[src/rtl/pc_cmd_frame_gen_if.sv]
// Command-FIFO and read-FIFO signal bundle for pc_cmd_frame_gen.
// master is the frame generator's side; slave is the FIFO/host side.
interface pc_cmd_frame_gen_if;
   logic [31:0] cmd_data;
   logic        cmd_empty;
   logic        cmd_ack;
   logic [31:0] out_data;
   logic        out_wren;
   logic        out_full;

   modport master (
      input  cmd_data,
      input  cmd_empty,
      input  out_full,
      output cmd_ack,
      output out_data,
      output out_wren
   );

   modport slave (
      output cmd_data,
      output cmd_empty,
      output out_full,
      input  cmd_ack,
      input  out_data,
      input  out_wren
   );
endinterface

[src/rtl/pc_cmd_frame_gen.sv]
// Pops 32-bit host commands and emits framed header/payload bursts or ping echoes
// into the host read FIFO, honouring its full flag and raising eof when a run ends.
module pc_cmd_frame_gen #(
   parameter logic [15:0] DEFAULT_LEN = 16'd4,
   parameter logic [7:0]  HDR_TAG     = 8'hA5
) (
   input  logic               bus_clk,
   input  logic               reset_n,
   pc_cmd_frame_gen_if.master bus,
   output logic               busy,
   output logic               eof,
   output logic [23:0]        frames_done,
   output logic [7:0]         bad_cmd_count
);
   typedef enum logic [1:0] {IDLE, HDR, PAYLOAD, ECHO} state_t;

   localparam logic [3:0] OP_STOP    = 4'd0;
   localparam logic [3:0] OP_RUN     = 4'd1;
   localparam logic [3:0] OP_SET_LEN = 4'd2;
   localparam logic [3:0] OP_PING    = 4'd3;

   state_t      state, state_nxt;
   logic        ack_q, ack_nxt;
   logic [15:0] len_q, len_nxt;
   logic [27:0] frames_left, frames_left_nxt;
   logic [23:0] frame_idx, frame_idx_nxt;
   logic [15:0] word_idx, word_idx_nxt;
   logic [23:0] frames_done_nxt;
   logic [7:0]  bad_nxt;
   logic        eof_nxt;
   logic [27:0] echo_arg, echo_arg_nxt;
   logic [31:0] data;
   logic [3:0]  opcode;
   logic [27:0] arg;
   logic        take;
   logic        wr;
   logic        frame_end;

   assign opcode = bus.cmd_data[31:28];
   assign arg    = bus.cmd_data[27:0];
   assign wr     = (state != IDLE) && !bus.out_full;
   // A word is never examined in its own ack cycle, so one pop per fetch.
   assign take   = !bus.cmd_empty && !ack_q && ((state == IDLE) || (opcode == OP_STOP));

   assign bus.cmd_ack  = ack_q;
   assign bus.out_wren = wr;
   assign bus.out_data = data;
   assign busy         = (state != IDLE);

   always_ff @(posedge bus_clk or negedge reset_n) begin
      if (!reset_n) begin
         state         <= IDLE;
         ack_q         <= 1'b0;
         len_q         <= DEFAULT_LEN;
         frames_left   <= '0;
         frame_idx     <= '0;
         word_idx      <= '0;
         frames_done   <= '0;
         bad_cmd_count <= '0;
         eof           <= 1'b0;
         echo_arg      <= '0;
      end else begin
         state         <= state_nxt;
         ack_q         <= ack_nxt;
         len_q         <= len_nxt;
         frames_left   <= frames_left_nxt;
         frame_idx     <= frame_idx_nxt;
         word_idx      <= word_idx_nxt;
         frames_done   <= frames_done_nxt;
         bad_cmd_count <= bad_nxt;
         eof           <= eof_nxt;
         echo_arg      <= echo_arg_nxt;
      end
   end

   always_comb begin
      state_nxt       = state;
      ack_nxt         = take;
      len_nxt         = len_q;
      frames_left_nxt = frames_left;
      frame_idx_nxt   = frame_idx;
      word_idx_nxt    = word_idx;
      frames_done_nxt = frames_done;
      bad_nxt         = bad_cmd_count;
      eof_nxt         = eof;
      echo_arg_nxt    = echo_arg;
      frame_end       = 1'b0;

      // A STOP seen while busy wins over any frame completing in the same cycle.
      if (take && (state != IDLE)) begin
         state_nxt = IDLE;
         eof_nxt   = 1'b1;
      end else begin
         case (state)
            IDLE: begin
               if (take) begin
                  case (opcode)
                     OP_STOP: ;
                     OP_RUN: begin
                        frames_left_nxt = arg;
                        frame_idx_nxt   = '0;
                        word_idx_nxt    = '0;
                        frames_done_nxt = '0;
                        if (arg == 28'd0) begin
                           eof_nxt = 1'b1;
                        end else begin
                           eof_nxt   = 1'b0;
                           state_nxt = HDR;
                        end
                     end
                     OP_SET_LEN: len_nxt = arg[15:0];
                     OP_PING: begin
                        echo_arg_nxt = arg;
                        state_nxt    = ECHO;
                     end
                     default: bad_nxt = (bad_cmd_count == 8'hFF) ? bad_cmd_count : bad_cmd_count + 8'd1;
                  endcase
               end
            end
            HDR: begin
               if (wr) begin
                  if (len_q == 16'd0) begin
                     frame_end = 1'b1;
                  end else begin
                     state_nxt    = PAYLOAD;
                     word_idx_nxt = '0;
                  end
               end
            end
            PAYLOAD: begin
               if (wr) begin
                  if (word_idx == len_q - 16'd1) frame_end = 1'b1;
                  else word_idx_nxt = word_idx + 16'd1;
               end
            end
            ECHO: begin
               if (wr) state_nxt = IDLE;
            end
            default: state_nxt = IDLE;
         endcase

         if (frame_end) begin
            frames_done_nxt = frames_done + 24'd1;
            frame_idx_nxt   = frame_idx + 24'd1;
            frames_left_nxt = frames_left - 28'd1;
            if (frames_left == 28'd1) begin
               state_nxt = IDLE;
               eof_nxt   = 1'b1;
            end else begin
               state_nxt = HDR;
            end
         end
      end
   end

   always_comb begin
      data = '0;
      case (state)
         HDR:     data = {HDR_TAG, frame_idx};
         PAYLOAD: data = {frame_idx[15:0], word_idx};
         ECHO:    data = {4'h3, echo_arg};
         default: data = '0;
      endcase
   end
endmodule

[src/flat_wrapper.sv]
// flat-port wrapper written by rule: the top's interface ports become plain ports
module pc_cmd_frame_gen_flat 
#(
   parameter logic [15:0] DEFAULT_LEN = 16'd4,
   parameter logic [7:0]  HDR_TAG     = 8'hA5
)
  (bus_clk, reset_n, busy, eof, frames_done, bad_cmd_count, bus_cmd_data, bus_cmd_empty, bus_out_full, bus_cmd_ack, bus_out_data, bus_out_wren);
  pc_cmd_frame_gen_if bus_i ();
  input  logic bus_clk;
  input  logic reset_n;
  output logic busy;
  output logic eof;
  output logic [23:0] frames_done;
  output logic [7:0] bad_cmd_count;
  input wire logic [$bits(bus_i.cmd_data)-1:0] bus_cmd_data;
  input wire logic [$bits(bus_i.cmd_empty)-1:0] bus_cmd_empty;
  input wire logic [$bits(bus_i.out_full)-1:0] bus_out_full;
  output wire logic [$bits(bus_i.cmd_ack)-1:0] bus_cmd_ack;
  output wire logic [$bits(bus_i.out_data)-1:0] bus_out_data;
  output wire logic [$bits(bus_i.out_wren)-1:0] bus_out_wren;
  assign bus_i.cmd_data = bus_cmd_data;
  assign bus_i.cmd_empty = bus_cmd_empty;
  assign bus_i.out_full = bus_out_full;
  assign bus_cmd_ack = bus_i.cmd_ack;
  assign bus_out_data = bus_i.out_data;
  assign bus_out_wren = bus_i.out_wren;
  pc_cmd_frame_gen #(.DEFAULT_LEN(DEFAULT_LEN), .HDR_TAG(HDR_TAG)) u_core (.bus_clk(bus_clk), .reset_n(reset_n), .bus(bus_i), .busy(busy), .eof(eof), .frames_done(frames_done), .bad_cmd_count(bad_cmd_count));
endmodule
[config.mk]
export PLATFORM = sky130hd
export DESIGN_NAME = pc_cmd_frame_gen_flat
export DESIGN_NICKNAME = d
export VERILOG_FILES = /design/src/rtl/pc_cmd_frame_gen_if.sv /design/src/rtl/pc_cmd_frame_gen.sv /design/src/flat_wrapper.sv
export SDC_FILE = /design/constraint.sdc
export NUM_CORES = 1
export LEC_CHECK = 0
export ABC_AREA = 1
export CORE_MARGIN = 2
export CORE_UTILIZATION = 30
export CTS_BUF_LIST = sky130_fd_sc_hd__clkbuf_8
export CTS_CLUSTER_SIZE = 14
export DETAILED_ROUTE_END_ITERATION = 8
export PLACE_DENSITY_LB_ADDON = 0.05
export SLEW_MARGIN = 10
export SYNTH_ARGS = -nofsm -noshare
export SYNTH_HDL_FRONTEND = slang
export SYNTH_SLANG_ARGS = --single-unit
[constraint.sdc]
create_clock -name bus_clk -period 3 [get_ports bus_clk]
set_input_delay 0.6 -clock bus_clk [delete_from_list [all_inputs] [get_ports bus_clk]]
set_output_delay 0.6 -clock bus_clk [all_outputs]
set_load 0.005 [all_outputs]
==> results.yml <==
clock_network:
  tritoncts_num_sinks: 148
  clock_tree_from_tritoncts: "yes"
  clockRootBuffer: "clkbuf_8"
  cts.clk_slew.worst_paths_ns: 0.09
  numCtsBuffers: 17
  clk_latency_ns: 0.49
  h-tree-depth: 4
  cts-hold-fix-buffers: 0
  clockBufferDepth: 2
floorplanning:
  die_width_um: 187
  floorplan.initialDensity: 0.306
  die-area_um2: 34900
  floorplan.core_area_um2: 32800
  placementRows: 66
  num_io_pins: 104
  die_h_um: 187
synthesis:
  yosysTopAreaCell: "dfrtp_1"
  yosysTopAreaCellShare: 0.366
  post_synth_edffs: 0
  netlist_top_cells_area: "dfrtp_1 37%, nand2_1 17%, inv_1 7.4%"
  yosys_most_used_dff: "dfrtp_1"
  synth.ff_latch_count: 148
  netlist_instances: 1478
  yosys.cell_types.count: 47
  syn-cell-area_um2: 10000
  warnings_from_yosys: 0
  synth_area_per_cell_um2: 6.79
  async_s_r_ff_share_synth: 1.00
  synth_nets: 1527
  seq_total_area_yosys: 0.369
setup_path:
  cell_type_group_with_the_largest_total_delay_on_the_critical_path: "buffers and inverters"
  timing.critical_path.buf_inv: 6
  startpoint_type: "flop"
  cell_chain_critical_path: "buf_6 > inv_6 > ha_4 > clkinvlp_4 > buf_6 > o221ai_2 > nand2_1 > inv_1 > clkdlybuf4s50_1"
  timing.setup.critical_path_class: "flop to output port"
  critical_path_arrival_ns: 2.38
  setup.reg_to_reg.worst_slack_ns: 0.29
  critPathSlowestCell: "clkdlybuf4s50_1"
  path_common_cell: "buf_6"
  max_stage_delay_on_crit_path_ns: 0.49
  worstSetupEndpointType: "output port"
  required_ns: 2.40
  crit_fanout: 7
placement:
  place.port_buffers: 103
  globalplace.congestion: 0.857
  place_hpwl_um: 28600
power_and_ir_drop:
  leakage_dissipation_nw: 6.03
  max-vdd-ir-drop_uv: 318
  cellPowerDensity_nw_per_um2: 768
final_layout:
  final_nets: 1656
  antenna-diode-count: 0
  layout.core_utilization: 0.378
  post_route_cells_drive_above_1_share: 0.0877
  fillers: 3619
  synthToLayoutAreaGrowth_pct: 23.5
global_route:
  grt_max_degree: 52
  initial_antenna_violation_count: 0
  grt.overflow.total: 0
  via_count_of_the_first_global_routing_pass: 9846
  wire_length_of_the_first_global_routing_pass_um: 58900
  grt_usage: 0.218
timing:
  fmax_mhz: 336
  timing.max_slew.rel_slack: 0.515
  final.period_utilization: 0.993
  setup_violations: 0
  worst_pin_slew_ns: 0.721
  unrepaired_setup_endpoints_after_global_routing: "yes"
  finalHoldViolCount: 0
  slew_violations: 0
  fin_worst_skew_ns: 0.0167
  finalSetupTns_ns: 0
  finalWorstPathRequiredPeriod_ns: 2.98
worst_hold_path:
  holdCritPathClass: "input pin to async pin"
detailed_routing:
  iter_0_drt_violations: 667
  detail_route.drc_violations: 0
  drt.antenna.violating_nets: 0
  wl_per_cell_um: 18.0
  drt_pass1_iterations: 5
  drt_via_density: 4.84
  vias: 9970
  routed_wirelength_um: 37100
status:
  run_status: "finished, final reports clean"
job:
  max_cap_violations: 0
## cells in the mapped netlist (all sizes together) (2+ instances only)
| cell type | number |
|---|---|
| a21oi | 27 |
| and3 | 2 |
| buf | 22 |
| clkbuf | 28 |
| dfrtp | 147 |
| ha | 13 |
| inv | 199 |
| mux2 | 9 |
| nand2 | 459 |
| nand3 | 119 |
| nand4 | 34 |
| nor2 | 160 |
| nor3 | 33 |
| nor3b | 2 |
| nor4 | 15 |
| o211ai | 13 |
| o21a | 2 |
| o21ai | 100 |
| o221ai | 7 |
| o31ai | 6 |
| or2 | 3 |
| xnor2 | 13 |
| xor2 | 55 |
## routing by layer
| metal | vias up | wire length, um | GRT usage | share of wire |
|---|---|---|---|---|
| met5 | - | 0 | 0 | 0 |
| met4 | 0 | 538 | 0.0519 | 0.015 |
| met3 | 26 | 1720 | 0.0435 | 0.046 |
| met2 | 248 | 16500 | 0.340 | 0.45 |
| met1 | 4725 | 18300 | 0.308 | 0.49 |
| li1 | 4971 | - | - | - |
## metrics by stage
stage          hold WS [ns]  instance area (um2)  instances  worst slack (ns)  power (mW)
2_1_floorplan         0.304                10000       1478             0.598        5.94
4_1_cts              0.0702                12300       2057          0.000958        9.50
5_1_grt              0.0683                12400       2062            -0.116        10.3
3_3_place_gp          0.474                11800       2016             0.150        7.68
6_report             0.0706                12400       2062            0.0214        9.52
3_5_place_dp          0.479                11800       2016             0.103        7.69
## area by class of cell
class	instances	area (um2)	share of cell area
multi-input cells	1080	5420	0.437
flip-flops and latches	148	3700	0.299
repair buffers	160	1580	0.127
inverters	200	763	0.0615
well taps	442	553	0.0446
clock buffers	17	234	0.0189
clock inverters	15	145	0.0117
## cells by family (layout without fill, tap and decap cells)
logic type / Yosys count / count (layout) / share of synthesized area
buffers and inverters: 250 / 392 / 0.0994
multiplexers: 9 / 9 / 0.0101
AO/OA/AOI/OAI: 159 / 159 / 0.0882
flip-flops: 148 / 148 / 0.369
XOR/XNOR: 68 / 68 / 0.0593
adder cells (fa/ha/maj): 13 / 13 / 0.0162
AND/OR/NAND/NOR: 831 / 831 / 0.358
## repair_timing
item | in CTS | in global routing
endpoints found under the setup margin | 30 | 68
pin swaps | 5 | 5
setup buffers | 9 | 5
resized for setup | 22 | 20
## final timing paths
check,startpoint,depth (start not counted),endpoint
hold / removal,reset_n,1,u_core.word_idx[2]
max in group asynchronous,reset_n,2,u_core.frames_done[4]
hold reg to reg,u_core.echo_arg[0],2,u_core.echo_arg[0]
setup reg to reg,u_core.len_q[3],16,u_core.frame_idx[20]
setup / recovery,u_core.state[1],9,bus_out_data[6]
min in group bus_clk,u_core.echo_arg[0],2,u_core.echo_arg[0]
## cell usage in the layout (no fill, tap or decap), drive strengths merged, types with 15 or more instances in the layout
cell type / n
a21oi: 27
buf: 58
clkbuf: 17
clkdlybuf4s50: 93
dfrtp: 147
inv: 206
nand2: 459
nand3: 119
nand4: 34
nor2: 160
nor3: 33
nor4: 15
o21ai: 100
xor2: 55
## power by group
group / internal [mW] / switching (mW)
logic: 1.79 / 2.79
clock network: 0.678 / 0.947
registers: 2.59 / 0.725
## registers in the layout, indices dropped and copies added, names as in the netlist
signal / flops
u_core.echo_arg: 28
u_core.frames_left: 28
u_core.frame_idx: 24
u_core.frames_done: 24
u_core.len_q: 16
u_core.word_idx: 16
u_core.bad_cmd_count: 8
u_core.state: 2
u_core.bus.cmd_ack: 1
u_core.eof: 1
## worst reg2reg max path: stages, from the launching register on
cell and delay (ns):
dfrtp_1 0.50, nor2_2 0.24, inv_1 0.06, nor2_1 0.28, nand2_1 0.09, nand2_1 0.11, nand3_1 0.07, nor3_1 0.26
nand3_1 0.13, nand2_1 0.09, nand4_1 0.07, buf_4 0.18, o21ai_2 0.09, nand3_1 0.14, buf_12 0.19, nand2_1 0.07
nand2_1 0.05
Power figures use the tool's default switching activity.
